File: config.mk
export PLATFORM = sky130hd
export DESIGN_NAME = inst_fetch_ctrl
export DESIGN_NICKNAME = d
export VERILOG_FILES = /design/src/rtl/inst_fetch_ctrl.sv
export SDC_FILE = /design/constraint.sdc
export NUM_CORES = 1
export LEC_CHECK = 0
export CORE_ASPECT_RATIO = 1.1
export CORE_MARGIN = 10
export CORE_UTILIZATION = 50
export DETAILED_ROUTE_END_ITERATION = 16
export GPL_TIMING_DRIVEN = 0
export PLACE_DENSITY = 0.78
export SETUP_SLACK_MARGIN = 0.2
export SYNTH_ARGS = -nofsm -noshare
export SYNTH_HDL_FRONTEND = slang
export SYNTH_SLANG_ARGS = --single-unit
export TNS_END_PERCENT = 20
File: constraint.sdc
create_clock -name clk -period 3.2 [get_ports clk]
set_input_delay 0.64 -clock clk [delete_from_list [all_inputs] [get_ports clk]]
set_output_delay 0.64 -clock clk [all_outputs]
set_load 0.05 [all_outputs]
File: src/rtl/inst_fetch_ctrl.sv
// inst_fetch_ctrl
// Fetch sequencer for a 1024-word combinational instruction memory.
// Owns the program counter, presents the word index to memory, and captures
// each returned instruction with its PC into a 2-entry fetch buffer. The
// buffer head is handed to decode through a valid/ready handshake.
//
// Ports:
//   clk, rst_n      clock, asynchronous active-low reset
//   imem_addr       word index {2'b00, pc[31:2]} to instruction memory
//   imem_inst       instruction returned combinationally for imem_addr
//   redirect_valid  load redirect_pc and flush the buffer
//   redirect_pc     byte-address redirect target
//   halt            stop issuing fetches; the buffer keeps draining
//   if_valid/if_ready/if_inst/if_pc  buffer head handshake to decode
//   fetch_fault     sticky misaligned-target fault (FETCH_MISALIGN_TRAP_EN only)
//
// Build option: define FETCH_MISALIGN_TRAP_EN to trap misaligned redirect
// targets into a FAULT state that only reset leaves.

module inst_fetch_ctrl #(
  parameter logic [31:0] RESET_PC = 32'h0000_0000
) (
  input  logic        clk,
  input  logic        rst_n,
  output logic [31:0] imem_addr,
  input  logic [31:0] imem_inst,
  input  logic        redirect_valid,
  input  logic [31:0] redirect_pc,
  input  logic        halt,
  output logic        if_valid,
  input  logic        if_ready,
  output logic [31:0] if_inst,
`ifdef FETCH_MISALIGN_TRAP_EN
  output logic [31:0] if_pc,
  output logic        fetch_fault
`else
  output logic [31:0] if_pc
`endif
);

`ifdef FETCH_MISALIGN_TRAP_EN
  typedef enum logic [1:0] {IDLE, RUN, HALTED, FAULT} state_t;
`else
  typedef enum logic [1:0] {IDLE, RUN, HALTED} state_t;
`endif

  state_t      state_q, state_d;
  logic [31:0] pc_q, pc_d;
  logic [1:0]  count_q, count_d;
  // Entry 0 is always the head; a pop shifts entry 1 down.
  logic [31:0] e0_inst_q, e0_inst_d, e0_pc_q, e0_pc_d;
  logic [31:0] e1_inst_q, e1_inst_d, e1_pc_q, e1_pc_d;
`ifdef FETCH_MISALIGN_TRAP_EN
  logic        fault_q, fault_d;
  logic        misaligned;
`endif

  logic       pop;
  logic       redir;
  logic       enq;
  logic [1:0] base;

  assign if_valid  = (count_q != 2'd0);
  assign if_inst   = e0_inst_q;
  assign if_pc     = e0_pc_q;
  // Driven from the pc register alone, so no input reaches it combinationally.
  assign imem_addr = {2'b00, pc_q[31:2]};
`ifdef FETCH_MISALIGN_TRAP_EN
  assign fetch_fault = fault_q;
`endif

  always_comb begin
    pop   = if_valid && if_ready;
`ifdef FETCH_MISALIGN_TRAP_EN
    redir = redirect_valid && (state_q != FAULT);
    misaligned = redir && (redirect_pc[1:0] != 2'b00);
`else
    redir = redirect_valid;
`endif
    enq   = (state_q == RUN) && !redir && !halt && ((count_q != 2'd2) || pop);
    base  = count_q - {1'b0, pop};

    state_d   = state_q;
    pc_d      = pc_q;
    count_d   = count_q;
    e0_inst_d = e0_inst_q;
    e0_pc_d   = e0_pc_q;
    e1_inst_d = e1_inst_q;
    e1_pc_d   = e1_pc_q;
`ifdef FETCH_MISALIGN_TRAP_EN
    fault_d   = fault_q;
`endif

    case (state_q)
      IDLE:    state_d = RUN;
      RUN:     if (halt) state_d = HALTED;
      HALTED:  if (!halt) state_d = RUN;
      default: state_d = state_q;
    endcase

    if (pop) begin
      e0_inst_d = e1_inst_q;
      e0_pc_d   = e1_pc_q;
    end

    if (redir) begin
      count_d = 2'd0;
      pc_d    = redirect_pc & ~32'd3;
`ifdef FETCH_MISALIGN_TRAP_EN
      if (misaligned) begin
        pc_d    = redirect_pc;
        fault_d = 1'b1;
        state_d = FAULT;
      end
`endif
    end else begin
      count_d = base + {1'b0, enq};
      if (enq) begin
        pc_d = pc_q + 32'd4;
        if (base == 2'd0) begin
          e0_inst_d = imem_inst;
          e0_pc_d   = pc_q;
        end else begin
          e1_inst_d = imem_inst;
          e1_pc_d   = pc_q;
        end
      end
    end
  end

  always_ff @(posedge clk or negedge rst_n) begin
    if (!rst_n) begin
      state_q   <= IDLE;
      pc_q      <= RESET_PC;
      count_q   <= '0;
      e0_inst_q <= '0;
      e0_pc_q   <= '0;
      e1_inst_q <= '0;
      e1_pc_q   <= '0;
`ifdef FETCH_MISALIGN_TRAP_EN
      fault_q   <= 1'b0;
`endif
    end else begin
      state_q   <= state_d;
      pc_q      <= pc_d;
      count_q   <= count_d;
      e0_inst_q <= e0_inst_d;
      e0_pc_q   <= e0_pc_d;
      e1_inst_q <= e1_inst_d;
      e1_pc_q   <= e1_pc_d;
`ifdef FETCH_MISALIGN_TRAP_EN
      fault_q   <= fault_d;
`endif
    end
  end

endmodule

# Yosys cells after proc, flatten, opt, wreduce, memory -nomap -nowiden
# Cells that the tools add are included.
# totals
reg_bits	164
input_bits	69
out_inout_bits	97
# classes
add_sub_neg	3
eq_ne	5
mux	14
bitwise	2
reduce_logical	14
# ops
op	count
2-to-1 mux 32 bit	10
adder 32 x 3 -> 32 bit (second input constant)	1
2-to-1 mux 2 bit	3
!= test 2 bit (second input constant)	3
one-hot mux 2 bit (3 select lines)	1
AND reduction 3 bit	2
logical AND 1 bit	4
zero test 2 bit	2
nonzero test 2 bit	2
nonzero test 3 bit	1
adder 2 x 1 -> 2 bit	1
== test 2 x 1 -> 1 bit (second input constant)	1
== test 2 bit (second input constant)	1
zero test 1 bit	2
inverter 1 bit	2
subtractor 2 x 1 -> 2 bit	1
logical OR 1 bit	1

# Depth between registers and ports, before layout
# logic_depth
depth_word	7
mapped_depth	12
mapped_depth_nobuf	9

# Worst setup path after synthesis
# No wires, ideal clock.
# synth_timing
path_kind	reg-to-reg
from	register count_q[1]
to	register e0_pc_q[23], in the netlist if_pc[23]
setup_ps	83
arrival_ps	2964
path_slack_ps	154
stages_incl_launch_ff	13
path_buffers	4
synth_period_minus_slack_ps	3046
path_cell_list	dfrtp_1 -> or2_2 -> clkbuf_1 -> nand2_1 -> buf_2 -> inv_1 -> ha_1 -> inv_1 -> nor3_2 -> clkbuf_1 -> buf_2 -> nand2_1 -> o21ai_0
# synth_via
elab_chain_cells	7
# synth_rtl
item	line_no	source
from (decl)	49	logic [1:0] count_q, count_d;
from (signal assigned)	146	count_q <= count_d;
nonzero test 2 bit *	63	assign if_valid = (count_q != 2'd0);
named net if_valid	30	output logic if_valid,
logical AND 1 bit *	73	pop = if_valid && if_ready;
subtractor 2 x 1 -> 2 bit	81	base = count_q - {1'b0, pop};
zero test 2 bit	120	if (base == 2'd0) begin
2-to-1 mux 32 bit	120	
2-to-1 mux 32 bit	118	if (enq) begin
2-to-1 mux 32 bit *	106	if (redir) begin
named net e0_pc_d[23]	51	logic [31:0] e0_inst_q, e0_inst_d, e0_pc_q, e0_pc_d;
to (signal assigned)	148	e0_pc_q <= e0_pc_d;
to (decl)	51	
# Mark *: on every way through the listed nets, which the timed path passes. The rest lies on a longest branch.
# A chain may end at the register's enable or synchronous reset.

# Worst setup path in the final report
# layout_timing
from	register pc_q[2]
to	register pc_q[26]
# layout_via
elab_chain_cells	3
# layout_rtl
item	line_no	source
from (decl)	48	logic [31:0] pc_q, pc_d;
from (signal assigned)	145	pc_q <= pc_d;
adder 32 x 3 -> 32 bit	119	pc_d = pc_q + 32'd4;
2-to-1 mux 32 bit	118	
2-to-1 mux 32 bit	106	
# Every way passes these cells. The select of a mux whose other input is x is not followed.

==> impl_metrics.csv <==
group,metric,value,unit
layout,fillers,1048,
placed_design,gp_congestion,0.8551,
grt,grt_overflow_total,0,
routing,route.final.wire_length,20460,microns
cts,cts_hold_buffers,0,
routing,vias_per_cell,5.727,
cts,htreeDepth,4,
synth,synth_cells,641,
routing,wl_per_cell,19.86,microns
timing,fin_crit_sh,0.9338,
routing,detail_route.iter0.violations,590,
power,leakage,0.004693,uW
timing,worst_pin_slew,1.216,ns
floorplan,die_h,146.6,microns
critical_path,crit_type,"register to register",
layout,final_nets,897,
floorplan,die_w,135.0,microns
synth,synth_edf_count,0,
timing,finalClockSkew,0.005425,ns
synth,synth_top_area_share,0.5500,
critical_path,crit_path_frequent_cell,"nand3_1",
floorplan,coreArea,14330,sq um
timing,drv_slew,0,
timing,fin_crit,2.988,ns
synth,synth-seq-area-share,0.5500,
synth,yosysMostFrequentCell,"dfrtp_1",
layout,instances_no_fill,1030,
layout,drive_gt1_frac,0.08831,
grt,grt_max_degree,97,
grt,grt_usage,0.2071,
synth,synth_area_leader_cell,"dfrtp_1",
cts,clk_latency,0.42,ns
layout,final_cell_area,9801,sq um
layout,diodes,0,
grt,antenna_found_initial,0,
layout,area_delta_synth_final,34.63,%
cts,clock_path_buffers,2,
synth,synth_warnings,0,
critical_path,critical_path.cell_chain,"ha_1 > nand3_1 > nor4_1 > nand3_1 > o211ai_1 > o311ai_0",
critical_path,required,3.47,ns
routing,drc,0,
run,maxCapViolCount,0,
synth,avgSynthCellArea,11.36,sq um
timing,rsz0062_at_grt,"true",
critical_path,critPathCaptureType,"register",
synth,synth_seq_cells,160,
routing,vias,5899,
timing,max_slew_margin,0.1818,
critical_path,cp_slowest_stage_delay,1.05,ns
critical_path,startpoint_type,"register",
placed_design,dp_hpwl,14370,microns
critical_path,cp_slowest_cell,"nor4_1",
timing,fin_hold_ws,0.2019,ns
timing,max_freq,334.7,MHz
synth,synth_area_leaders,"dfrtp_1, mux2_1, mux2i_1",
cts,cts_tree,"done",
synth,synth_ff_type,"dfrtp_1",
floorplan,rows,46,
critical_path,path_max_fanout,8,
cts,cts.clk_slew.worst_paths,0.06,ns
cts,clockRootBuffer,"clkbuf_16",
routing,antenna_left,0,
power,pwr_density_cell,894.4,nW/um^2
hold_path,hold_path.class,"input port to async pin",
grt,grt_pass1_vias,6118,
synth,ys_top_cells_by_count,"dfrtp_1, nand2_1, o21ai_0, mux2i_1, mux2_1",
synth,netlist_area,7279,sq um
power,ir_worst_vdd,0.6754,mV
floorplan,initial_utilization,0.5079,
placed_design,placed_cell_area,9156,sq um
routing,firstDrtPassIters,5,
run_status,outcome,"finished, final reports clean",
placed_design,io_buffers,160,
cts,clock_sink_count,160,
floorplan,die_area,19790,sq um
synth,synth-async-reset-ratio,1.000,
timing,final-setup-viol-count,0,
floorplan,num_io_pins,166,
timing,finalHoldViolCount,0,
cts,cts_buffers,17,
grt,grt_pass1_wl,32880,microns
placed_design,dp_cells,995,
critical_path,worstPathArrival,3.26,ns
timing,fin_setup_tns,0,ns
synth,synth_cell_type_count,57,
cell type report:
cell class | instances | area, sq um | area share
multi-input combinational | 433 | 2985 | 0.3046
timing repair buffer | 164 | 1653 | 0.1686
clock buffer | 19 | 452.9 | 0.04621
sequential | 160 | 4004 | 0.4085
clock inverter | 13 | 138.9 | 0.01417
inverter | 6 | 27.53 | 0.002809
buffer | 43 | 299.0 | 0.03051
tap | 192 | 240.2 | 0.02451
cell usage in the layout (no fill, tap or decap), types with 4 or more instances in the layout:
master and n:
dfrtp_1 160, clkdlybuf4s50_1 159, nand2_1 101, o21ai_0 79, mux2i_1 63, mux2_1 60, clkbuf_16 17, clkbuf_1 15
nor2_1 15, nand3_1 14, nand4_1 10, o211ai_1 10, o311ai_0 9, clkbuf_2 7, and3_1 7, buf_6 6
buf_4 6, clkinv_4 6, buf_8 6, inv_1 4, buf_2 4, xor2_1 4, nor3_1 4, clkinv_2 4
path summary, 6_finish.rpt:
kind / endpoint / slack, ns / cells past startpoint / from
worst max register to register: pc_q[26] / 0.21 / 6 / pc_q[2]
worst max-delay path: pc_q[26] / 0.21 / 6 / pc_q[2]
worst min register to register: e1_inst_q[11] / 0.48 / 1 / e1_inst_q[11]
worst min-delay path: if_inst[23] / 0.20 / 1 / rst_n
max in group asynchronous: if_pc[22] / 2.11 / 2 / rst_n
min in group clk: e1_inst_q[11] / 0.48 / 1 / e1_inst_q[11]
worst max-delay path: cells and delay by family (launching register included):
family,cells,cell delay [ns]
simple gates,3,1.63
flops,1,0.50
compound gates,2,0.42
fa+ha+maj,1,0.28
cell families after synthesis:
kind of cell	after synthesis	synth area share
flops	160	0.5500
other cells	1	0.0005151
mux	125	0.1825
fa+ha+maj	4	0.006532
buf+inv	49	0.04159
simple gates	172	0.1081
compound gates	125	0.1047
xor+xnor	5	0.006016
through the flow:
stage	utilization	setup slack, ns	power, uW
CTS	0.6826	0.1875	8829
floorplan	-	0.2326	5450
global route	0.6839	0.09306	9200
finish	0.6839	0.2119	8766
global placement	0.6369	-4.759	6646
detailed placement	0.6389	-0.8758	6782
report_power, final:
group	switching (uW)	internal, uW
registers	470	2740
clock network	823	1190
logic	2230	1310
total	3520	5250
timing repair:
action	CTS	global route
buffers inserted	3	0
resized for setup	5	16
pin swaps	1	0
setup endpoints to repair	64	105
state kept, by name (all words and copies together), names as in the netlist:
register and flops:
if_pc 32, e1_inst_q 32, state_q 2, if_inst 32, pc_q 30, count_q 2
e1_pc_q 30
layer usage:
metal	share of wire	vias up	track usage
met3	0.088	37	0.07035
met2	0.49	255	0.3401
met5	0	-	0
met4	0.016	0	0.06519
li1	-	2663	-
met1	0.41	2944	0.2497
(Power assumes the default switching activity.)
==> patch 1: new RTL, config.mk and constraints unchanged <==
Build with the macro `FETCH_MISALIGN_TRAP_EN` defined.
--- a/src/rtl/inst_fetch_ctrl.sv
+++ b/src/rtl/inst_fetch_ctrl.sv
@@ -16,6 +16,8 @@
 //
 // Build option: define FETCH_MISALIGN_TRAP_EN to trap misaligned redirect
 // targets into a FAULT state that only reset leaves.
+
+`define FETCH_MISALIGN_TRAP_EN
 
 module inst_fetch_ctrl #(
   parameter logic [31:0] RESET_PC = 32'h0000_0000
Formal check against the unedited RTL (old outputs only; new: fetch_fault): not equivalent (Yosys sat finds a counterexample within 4 cycles, from zero or initial values and one cycle with rst_n low).
==> patch 1 against the unedited design <==
Setup slack gained 0.13 ns; highest routed layer unchanged; sequential cell count rose by 5; die area rose by 6.2%; power down 17%; synthesized area increased by 7.3%; routed wire length up 2.3%; largest cell class unchanged; design area increased by 6.0%; critical path type unchanged.
==> patch 1: results <==
[global_routing]
grt_pass1_vias = 6396
grt_max_degree = 106
antenna_found_initial = 0
grt_pass1_wl_um = 33840
grt_usage_pct = 19.93

[layout]
nFillCells = 1182
diodes = 0
drive_above_1_share_pct = 18.70
nets = 979

[cts]
cts-root-buf = clkbuf_16
htree_num_levels = 4
clk_path_buf_depth = 2
cts_made_buffers = 17
clkSlewWorstSetupHoldPaths_ns = 0.07

[power_and_ir_drop]
p_leak_nw = 4.936
peakVddDrop_v = 0.0004111
switching_share_pct = 36.65

[timing]
skew_ns = 0.008858
setup_viol_count_final = 0
tightestPinTransition_ns = 0.7828

[hold_path]
hold_class = primary input to async pin

[synth]
synth_area_per_cell_um2 = 10.85
yosysWarnings = 0
ys_top_cells_by_area = dfrtp_1 53%, mux2_2 9.2%, mux2i_1 8.5%, a21oi_1 4.6%, nor2_1 4.1%
ys_seq_area_share_pct = 52.87
synth.distinct_cells = 48
synth_commonest_cells = 165 x dfrtp_1, 85 x nor2_1, 72 x a21oi_1
synth-async-reset-ratio_pct = 100.0

[worst_setup_path]
critPathMaxFanout = 10
worst_ep_arrival_time_ns = 3.17

[placement]
dp_cells = 1082
port_buffers = 164
dpl_worst_slack_ns = -0.5594
post_dp_cell_area_um2 = 9744
hpwl_um = 14960
gp_congestion = 0.8825

[routing]
vias = 6085
detail_route.first_pass.iterations = 5
via_per_inst = 5.453
wl_um = 20930
drt_iter0_drc = 481

[run_status]
outcome = finished clean

[run]
cap_violations = 0
==> patch 1: cell count changes after synthesis, sizes merged, moves of 5 or more <==
cell,unedited run,this run
clkbuf,23,29
nor2,15,85
nand3,14,23
dfrtp,160,165
a21oi,3,72
nand2,103,49
buf,20,51
o21ai,79,17
==> patch 1: cells by family (layout without fill, tap and decap cells) <==
family,after synthesis,after routing,synth area share [%]
DFF,165,165,52.87
xor gates and xnor gates,5,5,0.5607
and+or+nand+nor,199,199,11.68
AOI/OAI and AO/OA,131,131,10.22
muxes,130,130,17.69
other,1,2,0.04802
buffers and inverters,86,285,6.456
adders and majority gates,3,3,0.4807
==> patch 1: per-stage QoR <==
| stage | util, % | hold WS (ns) | TNS (ns) |
|---|---|---|---|
| final | 68.49 | 0.1296 | 0 |
| after global routing | 68.49 | 0.1600 | 0 |
| after CTS | 68.30 | 0.1439 | 0 |
| after detailed placement | 64.23 | 0.4713 | -58.97 |
| after global placement | 64.01 | 0.4634 | -932.90 |
| after floorplan | - | 0.3444 | 0 |
==> patch 1: worst paths after layout <==
check | slack, ns | endpoint | start | cells past startpoint
min reg2reg | 0.48 | fetch_fault | fetch_fault | 1
min in group clk | 0.48 | fetch_fault | fetch_fault | 1
min | 0.13 | if_pc[17] | rst_n | 1
max in group asynchronous | 2.15 | e1_pc_q[0] | rst_n | 2
max | 0.34 | e1_pc_q[20] | count_q[1] | 11
max reg2reg | 0.34 | e1_pc_q[20] | count_q[1] | 11
==> patch 1: power by group through the flow <==
stage	sequential (mW)	clock, mW	combinational, mW
detailed placement	2.75	0	2.54
global route	2.77	2.19	2.67
floorplan	3.15	0	1.23
CTS	2.71	2.09	2.55
finish	2.71	2.06	2.53
global placement	2.73	0	2.50
==> patch 1: critical path, stage by stage, from the launching register on <==
cell,delay (ns)
dfrtp_2,0.46
or2_4,0.27
nand2_1,0.12
buf_8,0.17
buf_8,0.17
inv_1,0.06
ha_2,0.30
a21o_1,0.21
a221oi_4,0.27
buf_6,0.18
buf_6,0.18
mux2_2,0.35
==> patch 1: metal layers <==
| layer | wire length, µm | up-vias | global-route usage [%] |
|---|---|---|---|
| li1 | - | 2890 | - |
| met1 | 9169 | 2982 | 25.07 |
| met2 | 10100 | 185 | 32.67 |
| met3 | 1322 | 28 | 5.669 |
| met4 | 337 | 0 | 6.367 |
| met5 | 0 | - | 0 |
==> patch 1: timing repair <==
action	in CTS	in global routing
setup buffers	2	0
gates resized for setup	5	20
hold endpoints to repair	0	0
endpoints found under the setup margin	128	124
pin swaps	1	0
hold buffers	0	0
==> patch 1: cell type report <==
cell class	count	area share, %
plain buffers	80	4.949
clock buffers	22	4.564
clock inverters	10	1.156
inverters	6	0.2167
multi-input cells	470	30.68
flip-flops and latches	165	39.75
well taps	196	2.360
repair buffers	167	16.33
==> patch 2: new RTL, config.mk and constraints unchanged <==
Without the edit above. The 3 states of `state_t` get a one-hot encoding in 3 bits.
--- a/src/rtl/inst_fetch_ctrl.sv
+++ b/src/rtl/inst_fetch_ctrl.sv
@@ -41,7 +41,7 @@
 `ifdef FETCH_MISALIGN_TRAP_EN
   typedef enum logic [1:0] {IDLE, RUN, HALTED, FAULT} state_t;
 `else
-  typedef enum logic [1:0] {IDLE, RUN, HALTED} state_t;
+  typedef enum logic [2:0] {IDLE = 3'b001, RUN = 3'b010, HALTED = 3'b100} state_t;
 `endif
 
   state_t      state_q, state_d;
Behaviour: no difference found for any inputs over 4 cycles, from zero or initial values and one cycle with rst_n low; so few cycles prove little.
==> patch 2 against the unedited design <==
Sequential cell count rose by 1; first-iteration DRC count shrank 27%; core utilization decreased by 1.2 points; count of clock-buffer cells in the layout is 1 lower; setup slack better by 0.13 ns; design area rose by 2.4%; synthesized area up 3.5%; routed wire length is 3.1% lower; largest cell class unchanged.
Power is not compared: it rests on default switching activity, and its combinational part moved more than twofold at a synthesized area within 25%.
==> patch 2: results <==
[worst_setup_path]
cpMostUsedCell = buf_4
critPathSlowestCell = dfrtp_1
critical_path.max_stage_delay_ns = 0.42
cp_top_family = buffers and inverters
startpoint = count_q[1]
r2r_slack_ns = 0.35
reg2reg_depth = 10
critPathMaxFanout = 10

[layout]
instances_no_fill = 975
nets = 838
drive_above_1_share_pct = 30.30
nFillCells = 1117

[placement]
hpwl_um = 14370
dpl_worst_slack_ns = -0.7900
gp_congestion = 0.8314
post_dp_cell_area_um2 = 9413

[run_status]
outcome = finished clean

[synth]
synth_cells = 585
synth.distinct_cells = 44
ys_seq_area_share_pct = 53.50
ys_top_cells_by_area = dfrtp_1 53%, mux2_2 26%, or4_1 2.1%, o31ai_1 1.8%, a31oi_1 1.7%

[routing]
via_per_inst = 5.616
drt_iter0_drc = 432
wl_um = 19810
detail_route.first_pass.iterations = 4

[global_routing]
grt_usage_pct = 19.56
grt_pass1_wl_um = 31300
grt_pass1_vias = 5835
grt_max_degree = 94

[timing]
min_period_over_period_pct = 89.22
tightestPinTransition_ns = 0.7288
skew_ns = 0.01173

[power_and_ir_drop]
peakVddDrop_v = 0.0003246
-- patch 2: changes by cell type after synthesis, moves of 7 or more --
cell	unedited run	this run
o311ai_0	9	0
mux2_1	60	4
nand2_1	102	21
or4_1	0	21
nor2_1	15	28
o31ai_1	1	18
a31oi_1	3	20
o21ai_0	79	11
o211ai_1	10	3
mux2_2	2	176
buf_4	2	14
mux2i_1	63	7
-- patch 2: layer usage --
metal | global-route usage [%] | part of all wire, % | up-vias
li1 | - | - | 2523
met1 | 23.24 | 40 | 2731
met2 | 32.80 | 50 | 209
met3 | 6.873 | 8.3 | 13
met4 | 5.380 | 0.93 | 0
met5 | 0 | 0 | -
-- patch 2: how the worst min path moves through the flow --
| stage | from | end | slack [ns] | depth (start not counted) |
|---|---|---|---|---|
| final | rst_n | e1_inst_q[26] | 0.20 | 1 |
| after global routing | rst_n | if_inst[26] | 0.24 | 1 |
| after CTS | rst_n | e1_inst_q[26] | 0.22 | 1 |
| after detailed placement | e1_pc_q[8] | e1_pc_q[8] | 0.48 | 1 |
| after global placement | e1_pc_q[9] | e1_pc_q[9] | 0.46 | 1 |
| after floorplan | rst_n | count_q[0] | 0.34 | 0 |
-- patch 2: worst register-to-register path, stage by stage, from the launching register on --
cell	delay [ns]
dfrtp_1	0.42
or2_2	0.33
nand2_4	0.18
clkbuf_8	0.24
inv_1	0.10
ha_1	0.22
xnor2_2	0.22
and3_1	0.19
buf_4	0.23
buf_4	0.24
mux2_2	0.37
-- patch 2: where the power goes --
part | switching (mW) | total [mW] | internal [mW]
clock | 0.859 | 2.04 | 1.18
sequential | 0.0722 | 2.15 | 2.07
combinational | 0.383 | 0.629 | 0.246
-- patch 2: logic make-up (layout without fill, tap and decap cells) --
group | after synthesis | in the layout | share of synthesized area, %
other cells | 1 | 2 | 0.04979
flops | 161 | 161 | 53.51
compound gates | 61 | 61 | 5.415
buf+inv | 47 | 240 | 3.056
mux | 187 | 187 | 27.84
fa+ha+maj | 3 | 3 | 0.4984
simple gates | 117 | 117 | 8.704
xor+xnor | 8 | 8 | 0.9303
-- patch 2: repair_timing --
item | in CTS | in global routing
gates resized for setup | 5 | 2
buffers inserted | 0 | 0
setup endpoints to repair | 126 | 55
-- patch 2: final cells by class --
cell class	count	area, µm²	share of cell area, %
timing repair buffer	161	1630	16.24
clock buffer	18	439.2	4.376
inverter	10	37.54	0.3740
tap	196	245.2	2.444
sequential	161	4030	40.16
multi-input combinational	378	3291	32.79
buffer	37	209.0	2.082
clock inverter	14	153.9	1.533
